==> src/rtl/rs232_tx_down_h.sv <==
// RS232/UART transmitter: start bit, LSB-first data, optional parity, 1..2 stop bits.
// Bit timing comes from a down-counter reloaded with the latched K, so each bit lasts K+1 cycles.
module rs232_tx_down_h #(
  parameter int unsigned SIZE       = 16,
  parameter int unsigned DATA_BITS  = 8,
  parameter int unsigned PARITY_EN  = 0,
  parameter int unsigned PARITY_ODD = 0,
  parameter int unsigned STOP_BITS  = 1
) (
  input  logic                 CLK,
  input  logic                 RESET_N,
  input  logic [SIZE-1:0]      K,
  input  logic [DATA_BITS-1:0] DATA,
  input  logic                 START,
  output logic                 READY,
  output logic                 DONE,
  output logic                 TX
);

  typedef enum logic [2:0] {StIdle, StStart, StData, StParity, StStop} state_e;

  localparam logic [3:0] LastData = 4'(DATA_BITS - 1);
  localparam logic [3:0] LastStop = 4'(STOP_BITS - 1);

  state_e               state_q;
  logic [SIZE-1:0]      cnt_q;
  logic [SIZE-1:0]      k_q;
  logic [DATA_BITS-1:0] shift_q;
  logic [3:0]           bit_q;
  logic                 par_q;
  logic                 bit_end;

  assign bit_end = (cnt_q == '0);

  always_ff @(posedge CLK or negedge RESET_N) begin
    if (!RESET_N) begin
      state_q <= StIdle;
      cnt_q   <= '0;
      k_q     <= '0;
      shift_q <= '0;
      bit_q   <= '0;
      par_q   <= 1'b0;
      TX      <= 1'b1;
      READY   <= 1'b1;
      DONE    <= 1'b0;
    end else begin
      DONE <= 1'b0;
      if (state_q == StIdle) begin
        if (START) begin
          k_q     <= K;
          cnt_q   <= K;
          shift_q <= DATA;
          par_q   <= (^DATA) ^ 1'(PARITY_ODD);
          bit_q   <= '0;
          state_q <= StStart;
          TX      <= 1'b0;
          READY   <= 1'b0;
        end
      end else if (!bit_end) begin
        cnt_q <= cnt_q - 1'b1;
      end else begin
        // Current bit ends at this edge: reload the timer and move to the next bit.
        cnt_q <= k_q;
        unique case (state_q)
          StStart: begin
            state_q <= StData;
            bit_q   <= '0;
            TX      <= shift_q[0];
          end
          StData: begin
            if (bit_q == LastData) begin
              bit_q <= '0;
              if (PARITY_EN != 0) begin
                state_q <= StParity;
                TX      <= par_q;
              end else begin
                state_q <= StStop;
                TX      <= 1'b1;
              end
            end else begin
              bit_q   <= bit_q + 1'b1;
              shift_q <= shift_q >> 1;
              TX      <= shift_q[1];
            end
          end
          StParity: begin
            state_q <= StStop;
            bit_q   <= '0;
            TX      <= 1'b1;
          end
          StStop: begin
            if (bit_q == LastStop) begin
              state_q <= StIdle;
              cnt_q   <= '0;
              bit_q   <= '0;
              READY   <= 1'b1;
              DONE    <= 1'b1;
            end else begin
              bit_q <= bit_q + 1'b1;
            end
            TX <= 1'b1;
          end
          default: begin
            state_q <= StIdle;
            TX      <= 1'b1;
            READY   <= 1'b1;
          end
        endcase
      end
    end
  end

endmodule
==> config.mk <==
export PLATFORM = sky130hd
export DESIGN_NAME = rs232_tx_down_h
export DESIGN_NICKNAME = d
export VERILOG_FILES = /design/src/rtl/rs232_tx_down_h.sv
export SDC_FILE = /design/constraint.sdc
export NUM_CORES = 1
export LEC_CHECK = 0
export ABC_AREA = 0
export ABC_CLOCK_PERIOD_IN_PS = 2900
export CORE_MARGIN = 5
export CORE_UTILIZATION = 42
export DETAILED_ROUTE_END_ITERATION = 8
export PLACE_DENSITY = 0.6
export SLEW_MARGIN = 25
export SYNTH_ARGS = -nofsm -noshare
export SYNTH_HDL_FRONTEND = slang
export SYNTH_SLANG_ARGS = --single-unit
==> constraint.sdc <==
create_clock -name CLK -period 2.9 [get_ports CLK]
set_input_delay 0.29 -clock CLK [delete_from_list [all_inputs] [get_ports CLK]]
set_output_delay 0.29 -clock CLK [all_outputs]
set_load 0.1 [all_outputs]
==> results.rst, run 1 <==
.. list-table::
   :header-rows: 1

   * - Metric
     - Value
   * - Total number of H-tree levels
     - 2
   * - Proportion of power drawn by flip-flops and latches
     - 0.596
   * - Buffers on Ports
     - 29
   * - Share of power burned in combinational logic
     - 0.060
   * - Maximum fanout count along the critical path
     - 16
   * - Mapped Area
     - approximately 2800 µm²
   * - Seq cells post-synth
     - 50
   * - Count of buffers added by post-CTS timing repair for setup
     - 0
   * - Crit path cell chain
     - inv_1, ha_1, nor4b_2, and4_1, buf_4, nor2_1, o221ai_1, o311ai_1
   * - Full die area
     - ~8400 µm²
   * - RSZ-0062 raised after global routing
     - false
   * - Setup TNS
     - 0 ns
   * - Share of cells above drive strength 1
     - 0.0923
   * - Clock buffer depth
     - 2
   * - Clock net sink count
     - 50
   * - Starting Density
     - 0.436
   * - Final slew viol count
     - 0
   * - Power density normalized to cell area
     - between 300 and 400 nW/µm²
   * - Maximum number of pins on one net before global-route repair
     - 39
   * - Most instantiated flip-flop cell in the synthesis netlist
     - sky130_fd_sc_hd__dfrtp_1
   * - Netlist cell types
     - 57
   * - Final worst clock skew
     - roughly 0.012 ns
   * - Worst reg2reg startpoint
     - cnt_q[0]
   * - Worst slew margin relative to its limit
     - 0.418
   * - GPL Wtd Cong
     - 0.818
   * - Sum of net half-perimeters after detailed placement
     - 4610 µm
   * - Cts repair resizes
     - 0
   * - Clock group share of total power
     - 0.344
   * - Sw power
     - between 200 and 300 µW
   * - Clock-pin slew on the worst setup and hold paths
     - around 0.10 ns
   * - Most instantiated library cell after synthesis
     - sky130_fd_sc_hd__nand2_1
   * - Switching power as a share of total power
     - 0.227
   * - Number of warnings issued by yosys
     - 0
   * - Total Nets Final
     - 366
   * - First element of the critical path
     - cnt_q[0]
   * - Vias per inst
     - 5.49
   * - Root Buffer Master
     - sky130_fd_sc_hd__clkbuf_8
   * - EDFF count, synth
     - 0
   * - Max stage delay on crit path
     - between 0.4 and 0.5 ns
   * - Transition time at the pin with the least slew margin
     - 0.872 ns
   * - Worst path required time
     - between 3 and 4 ns
   * - Setup-violating endpoint count in the final report
     - 0
   * - Minimum period implied by the final worst setup slack
     - approximately 2.3 ns
   * - Non-filler instance count after layout
     - between 400 and 500
   * - Crit path launch type
     - register
   * - Layout area overhead
     - 15.6%
   * - Overall global routing resource usage
     - 0.165
   * - Depth of the worst register-to-register path
     - 8
   * - Synth cell count leaders
     - sky130_fd_sc_hd__nand2_1, sky130_fd_sc_hd__dfrtp_1, sky130_fd_sc_hd__o21ai_0, sky130_fd_sc_hd__nor2_1, sky130_fd_sc_hd__mux2i_1
   * - Average routed wire per standard cell
     - ~16 µm
   * - Crit Path Category
     - register to register
   * - Cell type contributing the most total cell area after synthesis
     - sky130_fd_sc_hd__dfrtp_1
   * - Global route overflow
     - 0
   * - Kind of cell with the highest combined delay on the critical path
     - simple AND/OR/NAND/NOR gates
   * - Clock tree from TritonCTS
     - done
   * - Number of instances in the synthesized netlist
     - 308
   * - Slowest cell on the critical path
     - sky130_fd_sc_hd__dfrtp_1
   * - Remaining antenna violation count
     - 0
   * - Width of the die
     - a little over 90 µm
   * - First-pass GRT wire length
     - ~11,000 µm
   * - Leakage
     - 1.33 nW
   * - Worst reg2reg endpoint
     - cnt_q[8]
   * - Buffers and inverters on the worst path
     - 2
   * - Hold-fix buffer count after cts
     - 0
   * - Final number of hold-violating endpoints
     - 0
   * - Number of global-route vias before repair
     - 2,296
   * - VDD IR max
     - 0.190 mV
   * - Top-level port count
     - 30
   * - Max-capacitance violation count
     - 0
   * - Site Rows
     - 29
   * - Maximum frequency from static timing analysis
     - approximately 430 MHz
   * - FF-to-FF setup slack
     - around 0.57 ns
   * - Fraction of synthesis flops using an asynchronous set or reset pin
     - 1.00
   * - DRT Pass-1 Iters
     - 4
   * - Utilization of the core after routing
     - 0.504
   * - Via count
     - between 2,000 and 2,500
   * - Number of remaining DRC errors
     - 0
   * - Worst Setup End Kind
     - register
   * - Iteration-0 DRC Markers
     - ~130
   * - Initial antenna violation count
     - 0
   * - Post-synthesis average cell area
     - 9.04 µm²
   * - Fillcell total
     - between 600 and 700
   * - Skew-Pair Late Insertion Delay
     - roughly 0.3 ns
   * - Sequential fraction of the synthesis area
     - 0.450
   * - Design internal power
     - about 910 µW
   * - Core region area
     - ~6400 µm²
   * - Result of the run
     - finished, final reports clean
   * - Placed cells
     - slightly above 400
   * - Wire length reported by the detailed router
     - between 6000 and 7000 µm
   * - Dominant cells by area after synthesis
     - sky130_fd_sc_hd__dfrtp_1, sky130_fd_sc_hd__nand2_1, sky130_fd_sc_hd__mux2i_1
   * - Syn Nets
     - 339
   * - Number of CTS-inserted buffers
     - 5
   * - Worst path arrival time
     - 2.51 ns
   * - Share of the synthesized area in the top cell type
     - 0.431
   * - Share of the clock period used by the worst path
     - 0.805
   * - Height of the die
     - 91.4 µm
   * - Diode count
     - 0
   * - Worst min-delay path class
     - primary input to async pin
-- worst register-to-register path: stages (launching register included) --
cell                       delay (ns)
sky130_fd_sc_hd__dfrtp_1         0.44
sky130_fd_sc_hd__inv_1           0.10
sky130_fd_sc_hd__ha_1            0.16
sky130_fd_sc_hd__nor4b_2         0.41
sky130_fd_sc_hd__and4_1          0.38
sky130_fd_sc_hd__buf_4           0.26
sky130_fd_sc_hd__nor2_1          0.11
sky130_fd_sc_hd__o221ai_1        0.22
sky130_fd_sc_hd__o311ai_1        0.12
-- state kept, by name (all words and copies together), names as in the netlist --
| name | count |
|---|---|
| DONE | 1 |
| READY | 1 |
| TX | 1 |
| bit_q | 4 |
| cnt_q | 16 |
| k_q | 16 |
| shift_q | 8 |
| state_q | 3 |
-- power groups by stage --
stage / clock, mW / combinational, mW / sequential [mW]
final: 0.405 / 0.0710 / 0.702
after CTS: 0.418 / 0.0728 / 0.702
after floorplan: 0 / 0.0152 / 0.715
after detailed placement: 0 / 0.0725 / 0.715
after global routing: 0.448 / 0.0786 / 0.702
after global placement: 0 / 0.0718 / 0.716
-- layout by cell type (no fill, tap or decap), types with 2 or more instances in the layout --
cell type / instances
sky130_fd_sc_hd__a211oi_1: 3
sky130_fd_sc_hd__a21oi_1: 8
sky130_fd_sc_hd__a22oi_1: 2
sky130_fd_sc_hd__a311oi_1: 2
sky130_fd_sc_hd__a31oi_1: 6
sky130_fd_sc_hd__and2_1: 3
sky130_fd_sc_hd__and3_1: 3
sky130_fd_sc_hd__buf_4: 9
sky130_fd_sc_hd__clkbuf_1: 2
sky130_fd_sc_hd__clkbuf_8: 5
sky130_fd_sc_hd__clkdlybuf4s50_1: 25
sky130_fd_sc_hd__dfrtp_1: 48
sky130_fd_sc_hd__dfstp_2: 2
sky130_fd_sc_hd__ha_1: 4
sky130_fd_sc_hd__inv_1: 8
sky130_fd_sc_hd__mux2i_1: 17
sky130_fd_sc_hd__nand2_1: 74
sky130_fd_sc_hd__nand3_1: 9
sky130_fd_sc_hd__nand4_1: 3
sky130_fd_sc_hd__nor2_1: 18
sky130_fd_sc_hd__nor2b_1: 2
sky130_fd_sc_hd__nor3_1: 9
sky130_fd_sc_hd__nor3b_1: 2
sky130_fd_sc_hd__nor4_1: 3
sky130_fd_sc_hd__o21ai_0: 23
sky130_fd_sc_hd__o21ai_1: 3
sky130_fd_sc_hd__o221ai_1: 2
sky130_fd_sc_hd__o31ai_1: 3
sky130_fd_sc_hd__xnor2_1: 3
sky130_fd_sc_hd__xor2_1: 5
-- logic make-up after synthesis --
family | after synthesis | share of synthesized area
compound gates | 65 | 0.158
xor+xnor | 8 | 0.0252
fa+ha+maj | 4 | 0.0180
simple gates | 141 | 0.248
mux | 17 | 0.0611
flops | 50 | 0.450
buf+inv | 23 | 0.0395
-- through the flow --
| step | instance area, µm² | hold WS [ns] | setup WS [ns] | total power, mW |
|---|---|---|---|---|
| 6_report | 3220 | 0.0924 | 0.566 | 1.18 |
| 5_1_grt | 3220 | 0.161 | 0.418 | 1.23 |
| 4_1_cts | 3210 | 0.122 | 0.565 | 1.19 |
| 3_5_place_dp | 3130 | 0.455 | 0.577 | 0.788 |
| 3_3_place_gp | 3130 | 0.449 | 0.639 | 0.787 |
| 2_1_floorplan | 2790 | -0.00559 | 0.980 | 0.730 |
-- layout make-up --
cell class / instances / area [µm²] / area share
Clock buffer: 7 / 76.3 / 0.0237
Clock inverter: 1 / 7.51 / 0.00233
Inverter: 8 / 30.0 / 0.00933
Multi-Input combinational cell: 235 / 1430 / 0.445
Sequential cell: 50 / 1250 / 0.389
Tap cell: 77 / 96.3 / 0.0299
Timing Repair Buffer: 35 / 323 / 0.100
-- worst max path at each step --
stage	depth (start not counted)	end	slack, ns
finish	8	cnt_q[8]	0.57
global route	8	cnt_q[8]	0.42
CTS	6	shift_q[3]	0.56
detailed placement	6	shift_q[3]	0.58
global placement	6	shift_q[1]	0.64
floorplan	9	shift_q[0]	0.98
-- per-layer routing --
layer / GRT usage / wire [µm]
met5: 0 / 0
met4: 0.0342 / 53
met1: 0.233 / 3160
met3: 0.0347 / 304
met2: 0.262 / 3060
(Power assumes the default switching activity.)
==> run 2: changes to the inputs <==
- ABC_CLOCK_PERIOD_IN_PS: 2900 -> 1900
- PLACE_DENSITY: 0.6 -> 0.63
- clock period: 2.9 -> 1.9 ns (I/O delays scaled with it)
==> run 2 against run 1 <==
The run now ends with setup timing left; clock power grew 100%; non-clock buffer count grew 39; total power grew 70%; critical path depth shrank 2; global-route usage shrank 0.38 points; wire length grew 4.0%; core utilization grew 6.3 points; sequential power grew 52%; critical path type unchanged; largest cell class unchanged; highest routed layer unchanged.
==> results.rst, run 2 (synthesis gave the netlist of run 1 again) <==
.. list-table::
   :header-rows: 1

   * - Metric
     - Value
   * - Non-filler instance count after layout
     - 452 (+9.4%)
   * - Worst min-delay path class
     - primary input to async pin
   * - Global route overflow
     - 0 (unchanged)
   * - DRT Pass-1 Iters
     - 4 (unchanged)
   * - Total number of H-tree levels
     - 2 (unchanged)
   * - Worst slew margin relative to its limit
     - 0.665 (+0.247)
   * - Average routed wire per standard cell
     - 15.1 µm (-5.0%)
   * - Setup TNS
     - -0.103 ns (-0.103 ns)
   * - Width of the die
     - 91.4 µm (unchanged)
   * - Number of CTS-inserted buffers
     - 5 (unchanged)
   * - Initial antenna violation count
     - 0 (unchanged)
   * - Via count
     - 2,434 (+7.3%)
   * - RSZ-0062 raised after global routing
     - true
   * - Diode count
     - 0 (unchanged)
   * - Wire length reported by the detailed router
     - 6840 µm (+4.0%)
   * - Crit path launch type
     - register
   * - Clock-pin slew on the worst setup and hold paths
     - 0.10 ns (about the same)
   * - Number of remaining DRC errors
     - 0 (unchanged)
   * - Leakage
     - 1.57 nW (+18%)
   * - Overall global routing resource usage
     - 0.161 (-0.00377)
   * - Finished layout cell area
     - 3620 µm² (+12%)
   * - Buffers on Ports
     - 29 (unchanged)
   * - Setup-violating endpoint count in the final report
     - 4 (+4)
   * - Violated checks
     - setup timing
   * - Post-layout power
     - 2.00 mW (+70%)
   * - Maximum fanout count along the critical path
     - 5 (-11)
   * - Height of the die
     - 91.4 µm (unchanged)
   * - Number of global-route vias before repair
     - 2,342 (+2.0%)
   * - Transition time at the pin with the least slew margin
     - 0.503 ns (-0.370 ns)
   * - Share of cells above drive strength 1
     - 0.221 (+0.129)
   * - Core region area
     - 6390 µm² (unchanged)
   * - Layout area overhead
     - 30.0%
   * - Clock net sink count
     - 50 (unchanged)
   * - Worst reg2reg endpoint
     - cnt_q[6]
   * - First-pass GRT wire length
     - 11,200 µm (-2.0%)
   * - Final number of hold-violating endpoints
     - 0 (unchanged)
   * - Final Worst Setup Slack
     - -0.0367 ns (-0.602 ns)
   * - Result of the run
     - finished with violations
   * - Top-level port count
     - 30 (unchanged)
   * - Fillcell total
     - 594 (-4.0%)
   * - Total Nets Final
     - 405 (+11%)
   * - Depth of the worst register-to-register path
     - 6 (-2)
   * - Final slew viol count
     - 0 (unchanged)
   * - Clock tree from TritonCTS
     - done
   * - Maximum number of pins on one net before global-route repair
     - 24 (-38%)
   * - Power density normalized to cell area
     - 552 nW/µm² (+51%)
   * - Minimum period implied by the final worst setup slack
     - 1.94 ns (-0.398 ns)
   * - Placement Cell Area
     - 3410 µm² (+8.9%)
   * - Worst path required time
     - 2.13 ns (-0.95 ns)
   * - Iteration-0 DRC Markers
     - 112 (-15%)
   * - Max-capacitance violation count
     - 0 (unchanged)
   * - Sum of net half-perimeters after detailed placement
     - 5070 µm (+10%)
   * - FF-to-FF setup slack
     - -0.04 ns (-0.60 ns)
   * - Placed cells
     - 441 (+8.9%)
   * - Pre-CTS setup slack
     - 0.0249 ns (-0.552 ns)
   * - Biggest regs
     - cnt_q (16), k_q (16), shift_q (8)
   * - Skew-Pair Late Insertion Delay
     - 0.31 ns (about the same)
   * - Utilization of the core after routing
     - 0.567 (+0.0629)
   * - Crit Path Category
     - register to register
   * - Vias per inst
     - 5.38 (-2.0%)
   * - VDD IR max
     - 0.380 mV (+100%)
   * - Share of the clock period used by the worst path
     - 1.02 (+0.214)
   * - Root Buffer Master
     - sky130_fd_sc_hd__clkbuf_8
   * - Maximum frequency from static timing analysis
     - 516 MHz (+21%)
   * - Clock buffer depth
     - 2 (unchanged)
   * - GPL Wtd Cong
     - 0.915 (+12%)
   * - Worst path arrival time
     - 2.17 ns (-0.34 ns)
   * - Final worst clock skew
     - 0.0168 ns (+0.00452 ns)
   * - Remaining antenna violation count
     - 0 (unchanged)
   * - Commonest cells after routing, fill and taps aside
     - sky130_fd_sc_hd__nand2_1, sky130_fd_sc_hd__dfrtp_1, sky130_fd_sc_hd__buf_4
   * - Full die area
     - 8360 µm² (unchanged)
   * - Starting Density
     - 0.436 (unchanged)
   * - Commonest non-fill, non-tap cell in the layout
     - sky130_fd_sc_hd__nand2_1
   * - Worst reg2reg startpoint
     - cnt_q[3]
   * - Final hold slack
     - 0.369 ns (+0.277 ns)
   * - Site Rows
     - 29 (unchanged)
   * - Worst Setup End Kind
     - register
==> run 2: cell types whose count changed in the layout (fill, tap and decap cells not counted), moves of 2 or more <==
| cell | delta |
|---|---|
| sky130_fd_sc_hd__buf_4 | +36 |
| sky130_fd_sc_hd__o21ai_0 | -3 |
| sky130_fd_sc_hd__buf_6 | +2 |
| sky130_fd_sc_hd__clkbuf_1 | -2 |
| sky130_fd_sc_hd__nand2_1 | -2 |
| sky130_fd_sc_hd__nand2_2 | +2 |
| sky130_fd_sc_hd__nor3_1 | -2 |
| sky130_fd_sc_hd__nor3_2 | +2 |
| sky130_fd_sc_hd__o21ai_1 | +2 |
==> run 2: metal layers <==
metal	routed length (µm)	track usage
met5	0	0
met1	3330	0.228
met3	275	0.0256
met2	3150	0.258
met4	82	0.0403
==> run 2: worst max-delay path, stage by stage, from the launching register on <==
cell                      delay, ns
sky130_fd_sc_hd__dfrtp_1       0.43
sky130_fd_sc_hd__or4_4         0.56
sky130_fd_sc_hd__nor4b_4       0.32
sky130_fd_sc_hd__and4_4        0.32
sky130_fd_sc_hd__buf_6         0.11
sky130_fd_sc_hd__nand2_2       0.04
sky130_fd_sc_hd__nand4_1       0.07
==> run 2: power breakdown <==
group,total [mW],switching [mW],internal (mW)
combinational,0.116,0.0484,0.0678
clock,0.811,0.378,0.434
sequential,1.07,0.00325,1.07
total,2.00,0.429,1.57
==> run 2: worst max-delay path by stage <==
stage	slack, ns	endpoint	cells after the start	start
6_report	-0.04	cnt_q[6]	6	cnt_q[3]
5_1_grt	-0.08	cnt_q[14]	5	cnt_q[3]
3_3_place_gp	0.04	cnt_q[11]	6	bit_q[0]
2_1_floorplan	0.04	cnt_q[3]	5	cnt_q[2]
3_5_place_dp	0.02	cnt_q[6]	6	cnt_q[3]
4_1_cts	-0.03	cnt_q[6]	6	cnt_q[3]
==> run 2: cell type report <==
cell class	count	area, µm²	area share
Inverter	8	30.0	0.00829
Sequential cell	50	1250	0.346
Clock inverter	2	38.8	0.0107
Multi-Input combinational cell	235	1490	0.413
Tap cell	77	96.3	0.0266
Clock buffer	6	82.6	0.0228
Timing Repair Buffer	74	626	0.173
==> run 2: what timing repair did <==
item,4_1_cts,5_1_grt
endpoints found under the setup margin,3,32
endpoints found under the hold margin,19,0
setup buffers,0,2
pin swaps,1,1
hold buffers,1,0
resized for setup,2,18
==> run 3: changes to the inputs <==
- CELL_PAD_IN_SITES_DETAIL_PLACEMENT: unset -> 0
- CELL_PAD_IN_SITES_GLOBAL_PLACEMENT: unset -> 1
- CORE_UTILIZATION: 42 -> 39
- PLACE_DENSITY: 0.63 -> unset
- PLACE_DENSITY_LB_ADDON: unset -> 0.12
==> run 3 against run 2 <==
The flow now finishes without violations; register-to-register slack better by 0.07 ns; via count is 0.53% higher; worst hold slack better by 0.042 ns; total power is 7.1% lower; non-clock buffer count is 6 higher; wire length is 6.9% higher; sequential cell count stayed put; die area is 6.8% higher; first-iteration DRC count is 6.3% higher.
==> results.rst, run 3 (synthesis gave the netlist of run 1 again) <==
.. list-table::
   :header-rows: 1

   * - Metric
     - Value
   * - Worst min-delay path class
     - primary input to async pin
   * - Share of the clock period used by the worst path
     - 0.982 (-0.0377)
   * - Switching power as a share of total power
     - 0.229 (+0.0141)
   * - Minimum period implied by the final worst setup slack
     - 1.87 ns (-0.0716 ns)
   * - Worst Setup End Kind
     - register
   * - Skew-Pair Late Insertion Delay
     - 0.31 ns (about the same)
   * - Sw power
     - 425 µW (-1.0%)
   * - Placement Cell Area
     - 3460 µm² (+1.7%)
   * - Proportion of power drawn by flip-flops and latches
     - 0.577 (+0.041)
   * - First-pass GRT wire length
     - 12,100 µm (+8.1%)
   * - Full die area
     - 8930 µm² (+6.8%)
   * - Clock group share of total power
     - 0.360 (-0.046)
   * - Starting Density
     - 0.405 (-0.0307)
   * - Max stage delay on crit path
     - 0.52 ns (-0.04 ns)
   * - Maximum frequency from static timing analysis
     - 536 MHz (+3.8%)
   * - Overall global routing resource usage
     - 0.174 (+0.0129)
   * - Crit path launch type
     - register
   * - Total number of H-tree levels
     - 2 (unchanged)
   * - Finished layout cell area
     - 3720 µm² (+2.9%)
   * - Remaining antenna violation count
     - 0 (unchanged)
   * - DRT Pass-1 Iters
     - 4 (unchanged)
   * - Via count
     - 2,447 (+0.53%)
   * - Maximum fanout count along the critical path
     - 6 (+1)
   * - Kind of cell with the highest combined delay on the critical path
     - simple AND/OR/NAND/NOR gates
   * - Number of CTS-inserted buffers
     - 5 (unchanged)
   * - Final worst clock skew
     - 0.00699 ns (-0.00980 ns)
   * - Worst slew margin relative to its limit
     - 0.752 (+0.0871)
   * - Maximum number of pins on one net before global-route repair
     - 51 (+110%)
   * - Commonest cells after routing, fill and taps aside
     - sky130_fd_sc_hd__nand2_1, sky130_fd_sc_hd__buf_4, sky130_fd_sc_hd__dfrtp_1
   * - Sum of net half-perimeters after detailed placement
     - 5190 µm (+2.3%)
   * - Result of the run
     - finished, final reports clean
   * - Width of the die
     - 94.5 µm (+3.4%)
   * - Worst path required time
     - 2.16 ns (+0.03 ns)
   * - Post-layout power
     - 1.86 mW (-7.1%)
   * - Root Buffer Master
     - sky130_fd_sc_hd__clkbuf_8
   * - Setup-violating endpoint count in the final report
     - 0 (-4)
   * - Vias per inst
     - 5.13 (-4.7%)
   * - Site Rows
     - 30 (+3.4%)
   * - VDD IR max
     - 0.344 mV (-9.5%)
   * - Iteration-0 DRC Markers
     - 119 (+6.3%)
   * - Core region area
     - 6870 µm² (+7.6%)
   * - Final number of hold-violating endpoints
     - 0 (unchanged)
   * - Buffers on Ports
     - 29 (unchanged)
   * - Max-capacitance violation count
     - 0 (unchanged)
   * - Number of remaining DRC errors
     - 0 (unchanged)
   * - Reg area
     - 1250 µm² (unchanged)
   * - Biggest regs
     - cnt_q (16), k_q (16), shift_q (8)
   * - Fillcell total
     - 639 (+7.6%)
   * - Clock tree from TritonCTS
     - done
   * - Buffers and inverters on the worst path
     - 0 (-1)
   * - GPL Wtd Cong
     - 0.883 (-3.5%)
   * - Average routed wire per standard cell
     - 15.3 µm (+1.3%)
   * - Global route overflow
     - 0 (unchanged)
   * - Leakage
     - 1.61 nW (+2.5%)
   * - Worst path arrival time
     - 2.12 ns (-0.05 ns)
   * - Total Nets Final
     - 411 (+1.5%)
   * - Multi-input logic area
     - 1520 µm² (+2.0%)
   * - Transition time at the pin with the least slew margin
     - 0.369 ns (-0.134 ns)
   * - Final slew viol count
     - 0 (unchanged)
   * - Layout area overhead
     - 33.7%
   * - Initial antenna violation count
     - 0 (unchanged)
   * - Power density normalized to cell area
     - 498 nW/µm² (-9.7%)
   * - Height of the die
     - 94.5 µm (+3.4%)
   * - Crit path cell chain
     - or4_4, nor4b_4, and4_4, o2bb2a_4, nand3_2
   * - Slowest cell on the critical path
     - sky130_fd_sc_hd__or4_4
   * - Top-level port count
     - 30 (unchanged)
   * - Share of power burned in combinational logic
     - 0.064 (+0.006)
   * - Clock net sink count
     - 50 (unchanged)
   * - Commonest non-fill, non-tap cell in the layout
     - sky130_fd_sc_hd__nand2_1
   * - Diode count
     - 0 (unchanged)
   * - Share of cells above drive strength 1
     - 0.239 (+0.0175)
   * - Number of global-route vias before repair
     - 2,360 (+0.77%)
   * - Wire length reported by the detailed router
     - 7310 µm (+6.9%)
   * - RSZ-0062 raised after global routing
     - true
   * - Clock-pin slew on the worst setup and hold paths
     - 0.10 ns (about the same)
   * - Clock buffer depth
     - 2 (unchanged)
   * - Design internal power
     - 1.43 mW (-8.8%)
   * - Crit Path Category
     - register to register
   * - Setup TNS
     - 0 ns (+0.103 ns)
[run 3: cell types whose count changed in the layout (fill, tap and decap cells not counted), moves of 2 or more]
cell	delta
sky130_fd_sc_hd__nand2_2	-2
sky130_fd_sc_hd__buf_6	-2
sky130_fd_sc_hd__o21ai_1	+6
sky130_fd_sc_hd__o21ai_0	-5
sky130_fd_sc_hd__buf_4	+5
sky130_fd_sc_hd__buf_12	+2
sky130_fd_sc_hd__nand2_1	+2
[run 3: cell type report]
cell class                 count  area share
multi-input combinational    235       0.409
tap                           96      0.0322
clock inverter                 1     0.00134
inverter                       8     0.00806
sequential                    50       0.337
clock buffer                   7      0.0232
timing repair buffer          80       0.189
[run 3: metal layers]
metal  GRT usage  up-vias  routed length [µm]
met5           0        -                   0
met4      0.0577        0                  98
met3      0.0295        8                 262
met2       0.261       46                3330
met1       0.254     1149                3620
li1            -     1244                   -
[run 3: power groups by stage]
| stage | clock network (mW) | logic (mW) | registers [mW] |
|---|---|---|---|
| 2_1_floorplan | 0 | 0.0232 | 1.09 |
| 3_3_place_gp | 0 | 0.119 | 1.09 |
| 3_5_place_dp | 0 | 0.119 | 1.09 |
| 4_1_cts | 0.685 | 0.121 | 1.07 |
| 5_1_grt | 0.733 | 0.131 | 1.07 |
| 6_report | 0.668 | 0.118 | 1.07 |
[run 3: what timing repair did]
| action | 4_1_cts | 5_1_grt |
|---|---|---|
| resized for setup | 3 | 25 |
| pin swaps | 3 | 12 |
| endpoints found under the setup margin | 3 | 26 |
| cloned | 0 | 1 |
| hold buffers | 1 | 0 |
| setup buffers | 3 | 3 |
| endpoints found under the hold margin | 48 | 0 |
[run 3: worst min-delay path, stage by stage]
cell and delay [ns]:
sky130_fd_sc_hd__dlygate4sd3_1 0.53, sky130_fd_sc_hd__buf_2 0.13, sky130_fd_sc_hd__buf_12 0.27
[run 3: metrics by stage]
step / hold slack, ns / utilization / setup slack, ns / cells
floorplan: -0.106 / - / 0.0355 / 308
global placement: 0.211 / 0.504 / 0.0133 / 461
detailed placement: 0.207 / 0.504 / -0.0111 / 461
CTS: 0.407 / 0.524 / 0.00865 / 473
global route: 0.433 / 0.542 / -0.0706 / 477
finish: 0.411 / 0.542 / 0.0350 / 477
[run 3: worst paths after layout]
check	from	endpoint	slack (ns)	cells after the start
worst max-delay path	cnt_q[8]	cnt_q[3]	0.03	5
worst min-delay path	RESET_N	cnt_q[9]	0.41	3
worst max register to register	cnt_q[8]	cnt_q[3]	0.03	5
worst min register to register	k_q[1]	k_q[1]	0.48	2
max in group asynchronous	RESET_N	READY	1.22	3
min in group CLK	K[11]	k_q[11]	0.42	3
